## src/rtl/dmem_arb_pkg.sv

```systemverilog
// Purpose: shared types and constants for the data-memory arbiter.
// Latency: n/a (declarations only).
// Backpressure: n/a.
package dmem_arb_pkg;

    typedef enum logic [1:0] {
        IDLE = 2'd0,
        OWN0 = 2'd1,
        OWN1 = 2'd2
    } arb_state_e;

    localparam logic REQ_CPU = 1'b0;
    localparam logic REQ_DMA = 1'b1;

    // Burst counter only has to reach MAX_BURST-1; keep at least one bit.
    function automatic int bcnt_w(input int max_burst);
        return (max_burst > 2) ? $clog2(max_burst) : 1;
    endfunction

endpackage

```

## src/rtl/dmem_arb_pick.sv

```systemverilog
// Purpose: combinational two-way picker, one-hot winner from requests and round-robin pointer.
// Latency: purely combinational.
// Backpressure: a losing requester simply sees no win and keeps requesting.
module dmem_arb_pick
    import dmem_arb_pkg::*;
#(
    parameter int FIXED_PRIO = 0
) (
    input  logic       req0,
    input  logic       req1,
    input  logic       rr_ptr,
    output logic [1:0] win
);

    // Tie goes to requester 0 under fixed priority, else to the pointer's owner.
    always_comb begin
        win = 2'b00;
        if (req0 && req1) begin
            win = ((FIXED_PRIO != 0) || (rr_ptr == REQ_CPU)) ? 2'b01 : 2'b10;
        end else begin
            win = {req1, req0};
        end
    end

endmodule

```

## src/rtl/dmem_arbiter.sv

```systemverilog
// Purpose: round-robin arbiter for CPU/DMA access to a single-port data memory, with bounded locked bursts.
// Latency: grant combinational (0 cycles uncontested); read data/rvalid 1 cycle after accept.
// Backpressure: requester holds req until gnt; DMEM_ARB_STATS_EN adds grant/conflict counters.
module dmem_arbiter
    import dmem_arb_pkg::*;
#(
    parameter int ADDR_W     = 32,
    parameter int DATA_W     = 32,
    parameter int MAX_BURST  = 4,
    parameter int FIXED_PRIO = 0
) (
    input  logic              clk,
    input  logic              reset,
    input  logic              req0,
    input  logic              req1,
    input  logic              we0,
    input  logic              we1,
    input  logic              lock0,
    input  logic              lock1,
    input  logic [ADDR_W-1:0] addr0,
    input  logic [ADDR_W-1:0] addr1,
    input  logic [DATA_W-1:0] wdata0,
    input  logic [DATA_W-1:0] wdata1,
    output logic              gnt0,
    output logic              gnt1,
    output logic              rvalid0,
    output logic              rvalid1,
    output logic [DATA_W-1:0] rdata,
    output logic              mem_we,
    output logic [ADDR_W-1:0] mem_addr,
    output logic [DATA_W-1:0] mem_wd,
    input  logic [DATA_W-1:0] mem_rd
`ifdef DMEM_ARB_STATS_EN
    ,
    output logic [31:0]       gnt_cnt0,
    output logic [31:0]       gnt_cnt1,
    output logic [31:0]       conflict_cnt
`endif
);

    localparam int            BW        = bcnt_w(MAX_BURST);
    localparam logic [BW-1:0] BCNT_LAST = BW'(MAX_BURST - 1);

    arb_state_e        state_q, state_d;
    logic              rr_ptr_q, rr_ptr_d;
    logic [BW-1:0]     burst_cnt_q, burst_cnt_d;
    logic              rvalid0_q, rvalid1_q;
    logic [DATA_W-1:0] rdata_q;
    logic [1:0]        win;
    logic              acc0, acc1;

    dmem_arb_pick #(.FIXED_PRIO(FIXED_PRIO)) u_pick (
        .req0   (req0),
        .req1   (req1),
        .rr_ptr (rr_ptr_q),
        .win    (win)
    );

    // Next-state, grant and burst bookkeeping; grants are suppressed while in reset.
    always_comb begin
        state_d     = state_q;
        rr_ptr_d    = rr_ptr_q;
        burst_cnt_d = burst_cnt_q;
        gnt0        = 1'b0;
        gnt1        = 1'b0;
        case (state_q)
            IDLE: begin
                gnt0 = win[0];
                gnt1 = win[1];
                if (win[0]) begin
                    if (lock0 && (MAX_BURST > 1)) begin
                        state_d     = OWN0;
                        burst_cnt_d = BW'(1);
                    end else begin
                        rr_ptr_d = REQ_DMA;
                    end
                end else if (win[1]) begin
                    if (lock1 && (MAX_BURST > 1)) begin
                        state_d     = OWN1;
                        burst_cnt_d = BW'(1);
                    end else begin
                        rr_ptr_d = REQ_CPU;
                    end
                end
            end
            OWN0: begin
                gnt0 = req0;
                if (req0 && lock0 && (burst_cnt_q < BCNT_LAST)) begin
                    burst_cnt_d = burst_cnt_q + BW'(1);
                end else begin
                    state_d     = IDLE;
                    burst_cnt_d = '0;
                    rr_ptr_d    = REQ_DMA;
                end
            end
            OWN1: begin
                gnt1 = req1;
                if (req1 && lock1 && (burst_cnt_q < BCNT_LAST)) begin
                    burst_cnt_d = burst_cnt_q + BW'(1);
                end else begin
                    state_d     = IDLE;
                    burst_cnt_d = '0;
                    rr_ptr_d    = REQ_CPU;
                end
            end
            default: begin
                state_d     = IDLE;
                burst_cnt_d = '0;
            end
        endcase
        if (reset) begin
            gnt0 = 1'b0;
            gnt1 = 1'b0;
        end
    end

    assign acc0 = req0 & gnt0;
    assign acc1 = req1 & gnt1;

    // Memory-side mux driven by whichever requester holds the grant.
    always_comb begin
        mem_addr = '0;
        mem_wd   = '0;
        mem_we   = 1'b0;
        if (gnt0) begin
            mem_addr = addr0;
            mem_wd   = wdata0;
            mem_we   = acc0 & we0;
        end else if (gnt1) begin
            mem_addr = addr1;
            mem_wd   = wdata1;
            mem_we   = acc1 & we1;
        end
    end

    // Arbitration state registers.
    always_ff @(posedge clk) begin
        if (reset) begin
            state_q     <= IDLE;
            rr_ptr_q    <= REQ_CPU;
            burst_cnt_q <= '0;
        end else begin
            state_q     <= state_d;
            rr_ptr_q    <= rr_ptr_d;
            burst_cnt_q <= burst_cnt_d;
        end
    end

    // Read response: capture memory data at the accepting edge, pulse rvalid for one cycle.
    always_ff @(posedge clk) begin
        if (reset) begin
            rvalid0_q <= 1'b0;
            rvalid1_q <= 1'b0;
            rdata_q   <= '0;
        end else begin
            rvalid0_q <= acc0 & ~we0;
            rvalid1_q <= acc1 & ~we1;
            if ((acc0 & ~we0) | (acc1 & ~we1)) begin
                rdata_q <= mem_rd;
            end
        end
    end

    assign rvalid0 = rvalid0_q;
    assign rvalid1 = rvalid1_q;
    assign rdata   = rdata_q;

`ifdef DMEM_ARB_STATS_EN
    logic [31:0] gnt_cnt0_q, gnt_cnt1_q, conflict_cnt_q;

    // Accept and conflict counters, free-running with natural wrap.
    always_ff @(posedge clk) begin
        if (reset) begin
            gnt_cnt0_q     <= '0;
            gnt_cnt1_q     <= '0;
            conflict_cnt_q <= '0;
        end else begin
            if (acc0) gnt_cnt0_q <= gnt_cnt0_q + 32'd1;
            if (acc1) gnt_cnt1_q <= gnt_cnt1_q + 32'd1;
            if (req0 && req1 && (gnt0 ^ gnt1)) conflict_cnt_q <= conflict_cnt_q + 32'd1;
        end
    end

    assign gnt_cnt0     = gnt_cnt0_q;
    assign gnt_cnt1     = gnt_cnt1_q;
    assign conflict_cnt = conflict_cnt_q;
`endif

endmodule

```

## config.mk

```make
export PLATFORM = sky130hd
export DESIGN_NAME = dmem_arbiter
export DESIGN_NICKNAME = d
export VERILOG_FILES = /design/src/rtl/dmem_arb_pkg.sv /design/src/rtl/dmem_arb_pick.sv /design/src/rtl/dmem_arbiter.sv
export SDC_FILE = /design/constraint.sdc
export NUM_CORES = 1
export LEC_CHECK = 0
export CAP_MARGIN = 30
export CORE_AREA = 2 2 103 105
export DETAILED_ROUTE_END_ITERATION = 7
export DIE_AREA = 0 0 105 107
export DONT_BUFFER_PORTS = 1
export GPL_TIMING_DRIVEN = 0
export SYNTH_ARGS = -nofsm -noshare
export SYNTH_HDL_FRONTEND = slang
export SYNTH_HIERARCHICAL = 1
export SYNTH_SLANG_ARGS = --single-unit
```

## constraint.sdc

```tcl
create_clock -name clk -period 3.8 [get_ports clk]
set_input_delay 0.19 -clock clk [delete_from_list [all_inputs] [get_ports clk]]
set_output_delay 0.19 -clock clk [all_outputs]
set_load 0.005 [all_outputs]
```

# After elaboration in Yosys (flattened, before gate mapping)
# Cells that the tools add are included.
# Widths: inputs -> output; s select.
[op_classes] addsub=1 order_cmp=1 eq_ne=9 n_mux=32 bitwise=9 n_reduce_logical=10
[op_table] cell="$mux 32" n=4
[op_table] cell="$mux 2" n=13
[op_table] cell="$ne 3x3->1 const B" n=5
[op_table] cell="$pmux 2 s3" n=2
[op_table] cell="$mux 1" n=10
[op_table] cell="$and 1x1->1" n=6
[op_table] cell="$reduce_and 6->1" n=1
[op_table] cell="$logic_and 1x1->1" n=5
[op_table] cell="$reduce_and 5->1" n=1
[op_table] cell="$ne 2x2->1 const B" n=2
[op_table] cell="$pmux 1 s2" n=2
[op_table] cell="$pmux 1 s3" n=1
[op_table] cell="$reduce_and 3->1" n=1
[op_table] cell="$reduce_bool 3->1" n=1
[op_table] cell="$add 2x1->2 const B" n=1
[op_table] cell="$eq 2x1->1 const B" n=1
[op_table] cell="$eq 2x2->1 const B" n=1
[op_table] cell="$logic_not 2->1" n=1
[op_table] cell="$lt 2x2->1 const B" n=1
[op_table] cell="$not 1->1" n=2
[op_table] cell="$or 1x1->1" n=1
[word_totals] regBits=39 input_bits=168 output_inout_bits=101 wordCells=68

# Depth between registers and ports, before layout
# Gate-level depths: netlist of run 1.
[logic_depth] word_depth=8 depth_mapped=9 ltp_nobuf=7

# Cells and area by module
# Netlist of run 1, hierarchy kept.
[modules_own_cells] mod="dmem_arbiter" n_inst=1 cells_per_inst=277 area_each_um2=2362.3 seq_area_each_um2=780.7
[modules_own_cells] mod="dmem_arb_pick" n_inst=1 cells_per_inst=3 area_each_um2=18.8 seq_area_each_um2=0.0

# Worst setup path after synthesis of run 1
# Ideal clock, no wire load.
[synth_timing] path_type="register to output" startpoint="reg state_q[0]" endpoint="out mem_addr[0]" t_arrival_ns=1.646 required_time_ns=3.610 setup_slack_ns=1.964 path_stages_with_launch=8 n_path_buf=2 cell_sequence="dfxtp_1 inv_1 ha_1 a22o_1 and2_1 buf_2 buf_2 a22o_1"
[synth_between] elab_chain_len=5 elab_cells_between_ends=9 classes_between="eq/ne: 2; mux: 6; reduce/logical: 1"
[synth_lines] element="start, declared" line_no="dmem_arbiter.sv:44" source="arb_state_e state_q, state_d;"
[synth_lines] element="start signal, assigned" line_no="dmem_arbiter.sv:143" source="state_q <= state_d;"
[synth_lines] element="$eq 2x2->1 or $logic_not 2->1 (tied branches)" line_no="dmem_arbiter.sv:66" source="case (state_q)"
[synth_lines] element="$pmux 1 s2" line_no="dmem_arbiter.sv:66"
[synth_lines] element="$mux 1" line_no="dmem_arbiter.sv:111" source="if (reset) begin"
[synth_lines] element="$mux 32" line_no="dmem_arbiter.sv:129" source="end else if (gnt1) begin"
[synth_lines] element="$mux 32 *" line_no="dmem_arbiter.sv:125" source="if (gnt0) begin"
[synth_lines] element="end, declared" line_no="dmem_arbiter.sv:30" source="output logic [ADDR_W-1:0] mem_addr,"
# Every way passes the cells marked *; elsewhere a longest branch is shown, timed or not.

# Worst setup path in the final report of run 1
[layout_timing] startpoint="reg state_q[0]" endpoint="out mem_wd[5]"
[layout_between] elab_chain_len=5 elab_cells_between_ends=9 classes_between="eq/ne: 2; mux: 6; reduce/logical: 1"
[layout_lines] element="$eq 2x2->1 or $logic_not 2->1 (tied branches)" line_no="dmem_arbiter.sv:66"
[layout_lines] element="$pmux 1 s2" line_no="dmem_arbiter.sv:66"
[layout_lines] element="$mux 1" line_no="dmem_arbiter.sv:111"
[layout_lines] element="$mux 32" line_no="dmem_arbiter.sv:129"
[layout_lines] element="$mux 32 *" line_no="dmem_arbiter.sv:125"
[layout_lines] element="end, declared" line_no="dmem_arbiter.sv:31" source="output logic [DATA_W-1:0] mem_wd,"
# Marks and branches as above.

==> results of run 1 <==
==> logic make-up (layout without fill, tap and decap cells) <==
logic type,Yosys count,count (layout)
DFF,39,39
and+or+nand+nor,48,48
adders and majority gates,6,6
buffers and inverters,38,47
muxes,1,1
AOI/OAI and AO/OA,148,148
==> path summary, 6_finish.rpt <==
check | from | endpoint | slack (ns) | cells past startpoint
hold / removal | mem_rd[8] | rdata[8]$_SDFFE_PP0P_ | 0.03 | 2
setup / recovery | state_q[0]$_SDFFE_PP0P_ | mem_wd[5] | 1.24 | 7
hold reg to reg | burst_cnt_q[1]$_SDFFE_PP0P_ | burst_cnt_q[1]$_SDFFE_PP0P_ | 0.46 | 2
setup reg to reg | state_q[0]$_SDFFE_PP0P_ | rdata[4]$_SDFFE_PP0P_ | 1.65 | 8
==> through the flow <==
step	setup WS [ns]	hold slack [ns]	util	instance area (µm²)	instances
6_report	1.24	0.0298	0.265	2680	425
5_1_grt	1.01	0.0277	0.265	2680	425
4_1_cts	1.20	0.0225	0.265	2680	425
3_5_place_dp	1.52	0.303	0.253	2550	416
3_3_place_gp	1.57	0.297	0.253	2550	416
2_1_floorplan	1.96	0.293	-	2380	280
==> Yosys cell counts <==
library cell and instances:
a21oi_1 39, clkbuf_1 9, a31o_2 1, buf_12 3
clkbuf_2 2, o41ai_1 1, ha_1 6, nand2_1 1
clkinv_8 1, or4b_2 2, nor2b_1 1, a21o_1 2
a31oi_1 1, o21ai_2 1, mux2i_1 1, nand2b_1 1
nand3_1 36, inv_1 6, dfxtp_1 39, a22o_1 65
or3b_2 1, buf_2 16, buf_6 1, a311oi_1 1
o21ai_1 28, nor2_1 1, o21ai_0 5, nand4b_1 1
nor3_1 1, a22oi_1 1, and2_1 1, and3_1 1
a21boi_1 3, or4b_1 1
==> layout make-up <==
class	count	share of cell area
multi-input cells	203	0.510
plain buffers	31	0.0729
well taps	136	0.0635
clock buffers	6	0.0308
flip-flops and latches	39	0.291
inverters	7	0.0145
clock inverters	2	0.0131
repair buffers	1	0.00374
==> layer usage <==
layer / up-vias / global-route usage / wire length, µm
met5: - / 0 / 0
met1: 1163 / 0.211 / 4180
met4: 0 / 0.0333 / 91
li1: 1096 / - / -
met2: 147 / 0.242 / 4470
met3: 9 / 0.0438 / 749
==> state kept, by name, summed over array words and instances, names as in the netlist <==
register     cells
burst_cnt_q      2
rdata           32
rr_ptr_q         1
rvalid0          1
rvalid1          1
state_q          2
==> what timing repair did <==
item                      in CTS  in global routing
buffers inserted               0                  0
gates resized for setup        0                  0
hold buffers                   1                  0
hold endpoints to repair       1                  0
==> worst max-delay path: stages, from the launching register on <==
cell and delay (ns):
dfxtp_1 0.42, inv_1 0.09, ha_1 0.29, a22o_1 0.27, nor3_1 0.25, buf_2 0.26
buf_2 0.30, a22o_1 0.20
==> power by group through the flow <==
| stage | clock network [mW] | logic, mW | registers, mW |
|---|---|---|---|
| after global placement | 0 | 0.408 | 0.480 |
| final | 0.361 | 0.413 | 0.471 |
| after detailed placement | 0 | 0.415 | 0.482 |
| after global routing | 0.394 | 0.455 | 0.475 |
| after floorplan | 0 | 0.322 | 0.472 |
| after CTS | 0.371 | 0.417 | 0.472 |
==> reports/results.tsv, run 1 <==
stage	metric	value	unit
drt	drtIter0Drc	153	
grt	grtUsageTotal	0.154	
clock_tree	clkSinkCount	39	
die	io_pins	269	
sta	tightest_slew	0.631	ns
yosys	synth_top_family_by_area	compound AO/OA/AOI/OAI gates	
yosys	yosys_warnings	6	
die	rows	37	
final_layout	regArea	781	µm²
yosys	synth_area	0.00238	mm²
final_layout	drive_above_1_share	0.125	
final_layout	final_cell_mix	a22o_1 (65), a21oi_1 (39), dfxtp_1 (39), nand3_1 (36), o21ai_1 (28)	
final_layout	fillers	1085	
die	die_area	0.0112	mm²
grt	grt_max_degree	13	
critical_path	end_kind	output port	
power_and_ir_drop	switchingPower	0.421	mW
sta	hold_violations	0	
yosys	synth.avg_cell_area	8.50	µm²
power_and_ir_drop	p_per_area	465	mW/mm²
yosys	muxShareOfSynthArea	0.00420	
drt	viasPerCell	5.68	
clock_tree	cts_tree	yes	
final_layout	antenna_cells	0	
die	start_util	0.236	
final_layout	nets	462	
clock_tree	clk_pin_slew	0.08	ns
sta	period_needed	2.56	ns
yosys	yosysTopAreaCellShare	0.328	
sta	max-slew-margin-rel	0.579	
drt	wirelength	9490	µm
final_layout	area_delta_synth_final	12.5	%
yosys	synth_xor_area_frac	0	
yosys	synth-compound-area-share	0.427	
grt	first_global_vias	2235	
critical_path	start_kind	flop	
grt	antenna_found_initial	0	
sta	rsz0062_at_grt	no	
die	core_region_area	0.0101	mm²
clock_tree	cts_root_buffer	clkbuf_8	
grt	grt-ovfl-total	0	
yosys	synth-seq-area-share	0.328	
drt	drc_errors	0	
yosys	synth_top_area_cell	dfxtp_1	
final_layout	multi_input_area	0.00137	mm²
power_and_ir_drop	p_sw_frac	0.338	
hold_path	worstHoldPathType	in -> reg	
sta	drv_slew	0	
power_and_ir_drop	power_frac_clock	0.290	
sta	fin_setup_tns	0	ns
yosys	synth_simple_gate_area_frac	0.111	
power_and_ir_drop	finalPower	1.25	mW
clock_tree	clk_latency	0.29	ns
clock_tree	cts_buffers	5	
power_and_ir_drop	p_comb_frac	0.332	
placed_design	port_buffers	0	
yosys	ys_top_cells_by_area	dfxtp_1 (33%), a22o_1 (24%), a21oi_1 (8.2%)	
drt	wire_per_inst	22.3	µm
critical_path	crit_required	3.61	ns
clock_tree	h-tree-depth	2	
yosys	ys_seq_elements	39	
outcome	status	finished, final reports clean	
yosys	synth_nets	454	
clock_tree	cts_max_path_buffers	2	
power_and_ir_drop	ir_drop	0.217	mV
placed_design	hpwl	7980	µm
placed_design	finalWeightedCongestion	0.771	
power_and_ir_drop	p_int	0.825	mW
final_layout	final_common_cell	a22o_1	
sta	finalClockSkew	0.00825	ns
sta	timing.final.crit_share	0.675	
critical_path	crit_type	reg -> out	
die	die_w	105	µm
die	die_h	107	µm
power_and_ir_drop	p_seq_frac	0.378	
yosys	synthDistinctLibCells	34	
power_and_ir_drop	p_leak	0.970	nW
drt	vias	2415	
critical_path	crit_arrival	2.37	ns
sta	fmax	0.390	GHz
sta	setup_viol	0	
flow_run	cap_violations	0	
drt	ant_nets	0	
grt	grt_pass1_wl	13200	µm
yosys	synth_fa_ha_area_frac	0.0315	
drt	first_pass_iters	4	
critical_path	path_max_fanout	10	
yosys	syn_inst	280	
No activity file was read; power rests on OpenSTA's default activity.
==> inputs of run 2 (changes only) <==
Clock period 3.8 ns to 2.38 ns, I/O delays scaled along.
==> run 2 against run 1 <==
Global-route usage rose by 0.84 points. Core utilization rose by 3.3 points. Clock power rose by 60%. Critical path type unchanged. Total power rose by 65%. Final area rose by 13%. Worst hold slack got worse by 0.023 ns. Sequential cell count did not move. Routed wire length rose by 4.8%. Clock skew fell by 0.0012 ns.
==> reports/results.tsv, run 2 (same netlist as run 1, synthesis figures left out) <==
stage	metric	value	unit	change
drt	viasPerCell	5.61		was 5.68
clock_tree	cts_root_buffer	clkbuf_8		unchanged
power_and_ir_drop	p_seq_frac	0.367		was 0.378
outcome	status	finished, final reports clean		unchanged
final_layout	final_cell_mix	a22o_1 (64), a21oi_1 (39), dfxtp_1 (37), nand3_1 (36), dlygate4sd3_1 (29)		was a22o_1 (65), a21oi_1 (39), dfxtp_1 (39), nand3_1 (36), o21ai_1 (28)
flow_run	cap_violations	0		unchanged
critical_path	crit_arrival	2.12	ns	was 2.37 ns
grt	grt-ovfl-total	0		unchanged
critical_path	slowest_stage	dfxtp_2		was dfxtp_1
drt	drtIter0Drc	127		was 153
sta	rsz0062_at_grt	no		unchanged
drt	drc_errors	0		unchanged
critical_path	start_kind	flop		unchanged
final_layout	fin_area	0.00302	mm²	was 0.00268 mm²
drt	first_pass_iters	5		was 4
clock_tree	cts_buffers	5		unchanged
die	core_region_area	0.0101	mm²	unchanged
placed_design	hpwl	7980	µm	unchanged
power_and_ir_drop	p_sw_frac	0.333		was 0.338
clock_tree	h-tree-depth	2		unchanged
grt	grt_max_degree	13		unchanged
sta	tightest_slew	0.507	ns	was 0.631 ns
final_layout	fin_cells	454		was 425
final_layout	final_common_cell	a22o_1		unchanged
critical_path	end_kind	output port		unchanged
die	io_pins	269		unchanged
grt	grt_pass1_wl	14000	µm	was 13200 µm
grt	grtUsageTotal	0.163		was 0.154
placed_design	dpl-instance-area	0.00255	mm²	unchanged
grt	antenna_found_initial	0		unchanged
power_and_ir_drop	p_comb_frac	0.353		was 0.332
placed_design	dp_cells	416		unchanged
power_and_ir_drop	p_int	1.37	mW	was 0.825 mW
sta	drv_slew	0		unchanged
power_and_ir_drop	finalPower	2.06	mW	was 1.25 mW
die	die_h	107	µm	unchanged
drt	vias	2547		was 2415
clock_tree	cts_max_path_buffers	2		unchanged
grt	met2_usage	0.272		was 0.242
critical_path	critical_path.cell_chain	inv_1 > ha_2 > a22o_1 > and2_1 > clkbuf_4 > clkbuf_4 > a22o_1		was inv_1 > ha_1 > a22o_1 > nor3_1 > buf_2 > buf_2 > a22o_1
clock_tree	cts_tree	yes		unchanged
clock_tree	clk_pin_slew	0.08	ns	about the same
final_layout	antenna_cells	0		unchanged
sta	timing.final.crit_share	0.939		
drt	wirelength	9950	µm	was 9490 µm
grt	first_global_vias	2423		was 2235
final_layout	largest_reg_flops	32		unchanged
power_and_ir_drop	switchingPower	0.685	mW	was 0.421 mW
sta	period_needed	2.24	ns	
die	die_w	105	µm	unchanged
grt	met1_usage	0.211		about the same
final_layout	area_delta_synth_final	26.7	%	was 12.5%
sta	max-slew-margin-rel	0.662		was 0.579
sta	fmax	0.447	GHz	
critical_path	critical-path-max-stage-delay	0.37	ns	was 0.42 ns
power_and_ir_drop	p_leak	1.11	nW	was 0.970 nW
sta	finalClockSkew	0.00707	ns	was 0.00825 ns
clock_tree	clkSinkCount	39		unchanged
power_and_ir_drop	p_per_area	683	mW/mm²	was 465 mW/mm²
die	die_area	0.0112	mm²	unchanged
power_and_ir_drop	power_frac_clock	0.280		was 0.290
placed_design	finalWeightedCongestion	0.771		unchanged
hold_path	worstHoldPathType	in -> reg		unchanged
critical_path	crit_required	2.26	ns	was 3.61 ns
power_and_ir_drop	ir_drop	0.349	mV	was 0.217 mV
final_layout	nets	491		was 462
sta	setup_viol	0		unchanged
critical_path	crit_type	reg -> out		unchanged
grt	grt_use_met3	0.0407		was 0.0438
clock_tree	clk_latency	0.28	ns	was 0.29 ns
sta	hold_violations	0		unchanged
final_layout	drive_above_1_share	0.142		was 0.125
drt	wire_per_inst	21.9	µm	was 22.3 µm
grt	busiest_layer	met2		unchanged
die	rows	37		unchanged
placed_design	port_buffers	0		unchanged
drt	ant_nets	0		unchanged
die	start_util	0.236		unchanged
sta	fin_setup_tns	0	ns	unchanged
critical_path	path_max_fanout	10		unchanged
==> run 2: critical path, delay by kind of cell, from the launching register on <==
| kind | cells | cell delay [ns] |
|---|---|---|
| adder cells (fa/ha/maj) | 1 | 0.23 |
| AO/OA/AOI/OAI | 2 | 0.55 |
| flip-flops | 1 | 0.37 |
| buffers and inverters | 3 | 0.47 |
| AND/OR/NAND/NOR | 1 | 0.19 |
==> run 2: through the flow <==
step	util	hold WS, ns	worst slack (ns)
6_report	0.299	0.00703	0.144
5_1_grt	0.299	0.00607	0.0162
4_1_cts	0.296	0.00180	0.0248
3_5_place_dp	0.253	0.232	0.172
3_3_place_gp	0.253	0.226	0.222
2_1_floorplan	-	0.222	0.598
==> run 2: area by class of cell <==
cell class,instances,area (µm²)
fill,1063,7080
inverter,7,38.8
tap,136,170
multi-input combinational,203,1390
buffer,31,223
timing repair buffer,30,298
sequential,39,783
clock buffer,6,82.6
clock inverter,2,35.0
==> run 2: per-layer routing <==
metal / up-vias / wire length, µm
met5: - / 0
met2: 160 / 4870
met3: 13 / 748
met4: 0 / 135
li1: 1161 / -
met1: 1213 / 4190
==> run 2: power groups by stage <==
stage	Sequential (mW)	Clock, mW	Combinational [mW]
floorplan	0.754	0	0.514
global placement	0.767	0	0.652
detailed placement	0.769	0	0.663
CTS	0.754	0.593	0.719
global route	0.762	0.628	0.797
finish	0.756	0.577	0.727
==> run 2: worst paths after layout <==
kind	endpoint	depth (start not counted)	slack (ns)	startpoint
setup / recovery	mem_addr[14]	7	0.14	state_q[0]$_SDFFE_PP0P_
hold / removal	rdata[20]$_SDFFE_PP0P_	2	0.007	mem_rd[20]
hold reg to reg	burst_cnt_q[1]$_SDFFE_PP0P_	2	0.46	burst_cnt_q[1]$_SDFFE_PP0P_
setup reg to reg	rdata[4]$_SDFFE_PP0P_	8	0.36	state_q[0]$_SDFFE_PP0P_
==> run 2: repair_timing <==
| action | in CTS | in global routing |
|---|---|---|
| gates resized for setup | 8 | 12 |
| hold buffers | 29 | 0 |
| buffers inserted | 1 | 0 |
| pin swaps | 0 | 0 |
| endpoints found under the setup margin | 60 | 61 |
| endpoints found under the hold margin | 29 | 0 |
